File: config.mk
export PLATFORM = sky130hd
export DESIGN_NAME = tmds_deserializer
export DESIGN_NICKNAME = d
export VERILOG_FILES = /design/src/rtl/tmds_deserializer.sv
export SDC_FILE = /design/constraint.sdc
export NUM_CORES = 1
export LEC_CHECK = 0
export CORE_ASPECT_RATIO = 0.75
export CORE_MARGIN = 2
export CORE_UTILIZATION = 64
export DETAILED_ROUTE_END_ITERATION = 6
export PLACE_DENSITY = 0.85
export SETUP_SLACK_MARGIN = 0.2
export SYNTH_ARGS = -nofsm -noshare
export SYNTH_HDL_FRONTEND = slang
export SYNTH_SLANG_ARGS = --single-unit
File: constraint.sdc
create_clock -name clk_pixel_x5 -period 5.6 [get_ports clk_pixel_x5]
set_input_delay 1.12 -clock clk_pixel_x5 [delete_from_list [all_inputs] [get_ports clk_pixel_x5]]
set_output_delay 1.12 -clock clk_pixel_x5 [all_outputs]
set_load 0.05 [all_outputs]
File: src/rtl/tmds_deserializer.sv
// Rebuilds 10-bit TMDS symbols from 2-bit DDR pairs and word-aligns them by hunting control tokens on channel 0.
// One symbol every 5 clocks, first strobe 6 clocks after reset release; no backpressure, the consumer must keep up.
module tmds_deserializer #(
  parameter int NUM_CHANNELS  = 3,
  parameter int LOCK_COUNT    = 4,
  parameter int SEARCH_WINDOW = 2048,
  parameter int UNLOCK_WINDOW = 4096
) (
  input  logic                         clk_pixel_x5,
  input  logic                         reset,
  input  logic [NUM_CHANNELS-1:0][1:0] tmds_pair,
  output logic [NUM_CHANNELS-1:0][9:0] tmds_internal,
  output logic                         word_valid,
  output logic                         locked,
  output logic [3:0]                   bit_offset,
  output logic                         token_valid,
  output logic [1:0]                   ctrl
);

  localparam int RUN_W  = $clog2(LOCK_COUNT + 1);
  localparam int WIN_W  = $clog2(SEARCH_WINDOW + 1);
  localparam int IDLE_W = $clog2(UNLOCK_WINDOW + 1);
  localparam logic [RUN_W-1:0]  RUN_LAST  = RUN_W'(LOCK_COUNT);
  localparam logic [WIN_W-1:0]  WIN_LAST  = WIN_W'(SEARCH_WINDOW - 1);
  localparam logic [IDLE_W-1:0] IDLE_LAST = IDLE_W'(UNLOCK_WINDOW - 1);

  typedef enum logic [1:0] {S_SEARCH, S_CONFIRM, S_LOCKED} state_t;

  state_t                        r_state, w_state_nxt;
  logic [NUM_CHANNELS-1:0][19:0] r_hist;
  logic [2:0]                    r_phase;
  logic                          r_cap;
  logic [NUM_CHANNELS-1:0][9:0]  r_data;
  logic                          r_word_vld;
  logic                          r_tok_vld;
  logic                          r_locked, w_locked_nxt;
  logic [1:0]                    r_ctrl;
  logic [3:0]                    r_offset, w_offset_nxt, w_offset_inc;
  logic [RUN_W-1:0]              r_run, w_run_nxt, w_run_inc;
  logic [WIN_W-1:0]              r_win, w_win_nxt;
  logic [IDLE_W-1:0]             r_idle, w_idle_nxt;
  logic [NUM_CHANNELS-1:0][9:0]  w_cand;
  logic                          w_is_token;
  logic [1:0]                    w_tok_ctrl;

  // r_cap is high the cycle after phase 4, when r_hist holds the freshly completed window.
  always_comb begin
    w_cand = '0;
    for (int ch = 0; ch < NUM_CHANNELS; ch++) begin
      w_cand[ch] = r_hist[ch][{1'b0, r_offset} +: 10];
    end
  end

  always_comb begin
    w_is_token = 1'b1;
    w_tok_ctrl = 2'b00;
    case (w_cand[0])
      10'b1101010100: w_tok_ctrl = 2'b00;
      10'b0010101011: w_tok_ctrl = 2'b01;
      10'b0101010100: w_tok_ctrl = 2'b10;
      10'b1010101011: w_tok_ctrl = 2'b11;
      default:        w_is_token = 1'b0;
    endcase
  end

  assign w_offset_inc = (r_offset >= 4'd9) ? 4'd0 : r_offset + 4'd1;
  assign w_run_inc    = (r_run == RUN_LAST) ? r_run : r_run + 1'b1;

  // Windows count completed non-token symbols; the symbol arriving with the count at its
  // last value is the one that slips/unlocks, and a token on that symbol pre-empts it.
  always_comb begin
    w_state_nxt  = r_state;
    w_locked_nxt = r_locked;
    w_offset_nxt = r_offset;
    w_run_nxt    = r_run;
    w_win_nxt    = r_win;
    w_idle_nxt   = r_idle;
    if (r_cap) begin
      case (r_state)
        S_SEARCH: begin
          if (w_is_token) begin
            w_run_nxt = RUN_W'(1);
            w_win_nxt = '0;
            if (LOCK_COUNT <= 1) begin
              w_state_nxt  = S_LOCKED;
              w_locked_nxt = 1'b1;
              w_idle_nxt   = '0;
            end else begin
              w_state_nxt = S_CONFIRM;
            end
          end else if (r_win >= WIN_LAST) begin
            w_win_nxt    = '0;
            w_offset_nxt = w_offset_inc;
          end else begin
            w_win_nxt = r_win + 1'b1;
          end
        end
        S_CONFIRM: begin
          if (w_is_token) begin
            w_run_nxt = w_run_inc;
            if (w_run_inc >= RUN_LAST) begin
              w_state_nxt  = S_LOCKED;
              w_locked_nxt = 1'b1;
              w_idle_nxt   = '0;
            end
          end else begin
            w_state_nxt = S_SEARCH;
            w_run_nxt   = '0;
            w_win_nxt   = '0;
          end
        end
        S_LOCKED: begin
          if (w_is_token) begin
            w_idle_nxt = '0;
          end else if (r_idle >= IDLE_LAST) begin
            w_state_nxt  = S_SEARCH;
            w_locked_nxt = 1'b0;
            w_offset_nxt = w_offset_inc;
            w_idle_nxt   = '0;
            w_win_nxt    = '0;
            w_run_nxt    = '0;
          end else begin
            w_idle_nxt = r_idle + 1'b1;
          end
        end
        default: w_state_nxt = S_SEARCH;
      endcase
    end
  end

  always_ff @(posedge clk_pixel_x5) begin
    if (!reset) begin
      r_hist     <= '0;
      r_phase    <= '0;
      r_cap      <= 1'b0;
      r_data     <= '0;
      r_word_vld <= 1'b0;
      r_tok_vld  <= 1'b0;
      r_ctrl     <= 2'b00;
      r_state    <= S_SEARCH;
      r_locked   <= 1'b0;
      r_offset   <= '0;
      r_run      <= '0;
      r_win      <= '0;
      r_idle     <= '0;
    end else begin
      for (int ch = 0; ch < NUM_CHANNELS; ch++) begin
        r_hist[ch] <= {tmds_pair[ch], r_hist[ch][19:2]};
      end
      r_phase    <= (r_phase == 3'd4) ? 3'd0 : r_phase + 3'd1;
      r_cap      <= (r_phase == 3'd4);
      r_word_vld <= r_cap;
      r_tok_vld  <= r_cap & w_is_token;
      if (r_cap) begin
        r_data <= w_cand;
        if (w_is_token) begin
          r_ctrl <= w_tok_ctrl;
        end
      end
      r_state  <= w_state_nxt;
      r_locked <= w_locked_nxt;
      r_offset <= w_offset_nxt;
      r_run    <= w_run_nxt;
      r_win    <= w_win_nxt;
      r_idle   <= w_idle_nxt;
    end
  end

  assign tmds_internal = r_data;
  assign word_valid    = r_word_vld;
  assign locked        = r_locked;
  assign bit_offset    = r_offset;
  assign token_valid   = r_tok_vld;
  assign ctrl          = r_ctrl;

endmodule

==> results of run 1 <==
==> power by group <==
group | switching [mW] | total, mW | internal (mW)
clock | 0.434 | 1.14 | 0.706
combinational | 0.0472 | 0.0768 | 0.0296
sequential | 0.0124 | 0.971 | 0.958
total | 0.494 | 2.19 | 1.69
==> worst max-delay path by stage <==
stage | start | endpoint | cells after the start
floorplan | bit_offset[0] | r_run[1] | 11
global placement | bit_offset[1] | r_run[1] | 9
detailed placement | bit_offset[1] | r_run[1] | 9
CTS | bit_offset[1] | r_run[1] | 9
global route | bit_offset[1] | r_run[1] | 9
finish | bit_offset[1] | r_run[1] | 9
==> cell families (layout without fill, tap and decap cells) <==
family | count (synthesis) | after routing | share of synthesized area (%)
buffers and inverters | 69 | 102 | 4.275
AOI/OAI and AO/OA | 144 | 144 | 13.76
and+or+nand+nor | 242 | 242 | 17.72
DFF | 133 | 133 | 37.60
xor gates and xnor gates | 5 | 5 | 0.6185
muxes | 112 | 112 | 23.73
adders and majority gates | 13 | 13 | 2.297
==> layout make-up <==
| cell class | instances | area share (%) |
|---|---|---|
| Multi-Input combinational cell | 516 | 50.61 |
| Sequential cell | 133 | 32.78 |
| Timing Repair Buffer | 53 | 6.245 |
| Clock buffer | 19 | 5.322 |
| Tap cell | 140 | 2.154 |
| Clock inverter | 13 | 2.107 |
| Inverter | 17 | 0.7845 |
==> flip-flops by register name, indices dropped and copies added, names as in the netlist, 3 cells and up <==
register / flops
r_run: 3
r_phase: 3
r_hist: 60
r_win: 12
bit_offset: 4
tmds_internal: 30
r_idle: 13
==> cells in the mapped netlist (3+ instances only) <==
| library cell | number | area share, % |
|---|---|---|
| o22ai_1 | 5 | 0.44 |
| nand3_1 | 16 | 1.1 |
| a31oi_1 | 9 | 0.79 |
| xor2_1 | 3 | 0.37 |
| nor3_1 | 8 | 0.57 |
| nand2_1 | 38 | 2.0 |
| o31ai_1 | 6 | 0.64 |
| nor2b_1 | 7 | 0.62 |
| buf_1 | 10 | 0.53 |
| mux2i_1 | 58 | 8.2 |
| a22o_1 | 3 | 0.37 |
| or4_1 | 7 | 0.74 |
| a211oi_1 | 20 | 2.1 |
| o21ai_0 | 19 | 1.3 |
| a211o_1 | 3 | 0.37 |
| ha_1 | 13 | 2.3 |
| and2_1 | 64 | 5.7 |
| mux4_2 | 40 | 13 |
| nand4_1 | 3 | 0.27 |
| buf_2 | 10 | 0.71 |
| a22oi_1 | 3 | 0.32 |
| o311a_1 | 3 | 0.42 |
| inv_1 | 15 | 0.79 |
| mux2_2 | 11 | 1.7 |
| nand2b_1 | 9 | 0.79 |
| nor2_1 | 66 | 3.5 |
| clkbuf_1 | 29 | 1.5 |
| and3_1 | 9 | 0.79 |
| a21oi_1 | 44 | 3.1 |
| dfxtp_1 | 133 | 38 |
==> per-layer routing <==
layer  GRT usage [%]  vias up  part of all wire, %
met4           11.48        0                  1.9
met3           9.035       36                  7.7
li1                -     2684                    -
met1           36.76     2812                   42
met5               0        -                    0
met2           48.51      299                   48
==> critical path, cell delays in order (launching register included) <==
cell and delay, ns:
dfxtp_2 1.09, mux4_2 0.62, mux2i_1 0.33, o22a_1 0.25, nand4_1 0.10, or4_1 0.64, nand2_1 0.41, mux2_2 0.45
a2111oi_0 0.53, o32ai_1 0.20
==> impl_metrics.env, run 1 <==
export IMPL_status="finished clean"
export IMPL_power_mw=2.188
export IMPL_synth_seq_cells=133
export IMPL_tightest_slew_ns=1.240
export IMPL_ios=47
export IMPL_post_cts_resized=0
export IMPL_fin_ws_ns=0.7985
export IMPL_clock_sinks=133
export IMPL_skew_ns=0.008768
export IMPL_setup_viol=0
export IMPL_worstPathArrival_ns=5.07
export IMPL_clk_path_buf_depth=2
export IMPL_avgViaCountPerCell=6.544
export IMPL_multiInputGateArea_mm2=0.004116
export IMPL_grt_remaining_overflow=0
export IMPL_slew_headroom_pct=16.27
export IMPL_yosysWarnings=0
export IMPL_antenna_found_initial=0
export IMPL_grt_pass1_vias=5410
export IMPL_die_y_um=95.10
export IMPL_clk_pin_slew_ns=0.06
export IMPL_cts_root_buf="clkbuf_16"
export IMPL_drc=0
export IMPL_drv_slew=0
export IMPL_nFillCells=729
export IMPL_hp_class="flop to flop"
export IMPL_netlist_instances=718
export IMPL_grt_pass1_wl_um=27770
export IMPL_cts_tree="done"
export IMPL_max_freq_mhz=208.3
export IMPL_place_area_mm2=0.007530
export IMPL_cts_buffers=17
export IMPL_h_tree_depth=4
export IMPL_ys_seq_area_share_pct=37.60
export IMPL_numPlacedInstances=859
export IMPL_worstHoldPathCells=2
export IMPL_synth_area_mm2=0.007082
export IMPL_worstSetupStartpointType="flop"
export IMPL_grt_use_total_pct=29.42
export IMPL_synth_edff_count=0
export IMPL_endpoint_kind="flop"
export IMPL_globalplace_congestion=0.9685
export IMPL_fin_cells=891
export IMPL_utilization_pct=74.90
export IMPL_synthArstFlopShare_pct=0
export IMPL_ir_worst_vdd_mv=0.2536
export IMPL_rows=33
export IMPL_finalCriticalPeriod_ns=4.802
export IMPL_fin_area_mm2=0.008134
export IMPL_hold_violations=0
export IMPL_synth_ff_type="dfxtp_1"
export IMPL_r2r_start="bit_offset[1]"
export IMPL_drive_gt1_share_pct=13.58
export IMPL_mostFrequentLayoutCell="dfxtp_1"
export IMPL_min_from="tmds_internal[4]"
export IMPL_postRouteAntennaNets=0
export IMPL_max_cap_violations=0
export IMPL_tns_ns=0
export IMPL_initial_core_util_pct=65.21
export IMPL_holdBufCountCts=0
export IMPL_place_hpwl_um=11110
export IMPL_dp_slack_ns=1.027
export IMPL_clk_latency_ns=0.43
export IMPL_r2r_end="r_run[1]"
export IMPL_syn_avg_cell_area_um2=9.863
export IMPL_postSynthNetCount=739
export IMPL_fin_nets=759
export IMPL_worst_hold_path_endpoint="tmds_internal[4]"
export IMPL_p_leak_nw=2.848
export IMPL_fp_dieArea_mm2=0.01193
export IMPL_cp_required_ns=5.87
export IMPL_grt_max_degree=78
export IMPL_routed_wl_um=17060
export IMPL_core_area_mm2=0.01086
export IMPL_rsz0062_at_grt="false"
export IMPL_drtIter0Drc=625
export IMPL_vias=5831
export IMPL_portBuffers=46
export IMPL_wire_per_inst_um=19.14
export IMPL_first_pass_iters=6
export IMPL_fin_hold_ws_ns=0.4693
export IMPL_seqCellArea_mm2=0.002666
export IMPL_crit_fanout=50
export IMPL_crit_type="flop to flop"
export IMPL_fp_dieW_um=125.5
export IMPL_r2r_slack_ns=0.80
export IMPL_r2r_cells=9
export IMPL_synth_distinct_cells=67
export IMPL_antennaDiodeCount=0
export IMPL_post_cts_buffers=0
export IMPL_p_per_area_mw_per_mm2=269.0
export IMPL_finalCritPeriodShare_pct=85.74
export IMPL_syn_to_final_growth_pct=14.86
export IMPL_layout_common_cells="dfxtp_1, nor2_1, and2_1, mux2i_1, clkdlybuf4s50_1"
Power figures use the tool's default switching activity.
==> inputs of run 2 (changes only) <==
--- a/config.mk
+++ b/config.mk
@@ -8,6 +8,7 @@
 export CORE_ASPECT_RATIO = 0.75
 export CORE_MARGIN = 2
 export CORE_UTILIZATION = 64
+export CTS_CLUSTER_SIZE = 12
 export DETAILED_ROUTE_END_ITERATION = 6
 export PLACE_DENSITY = 0.85
 export SETUP_SLACK_MARGIN = 0.2
==> results of run 2 <==
Final layout, timing and power as in run 1 (identical DEF).
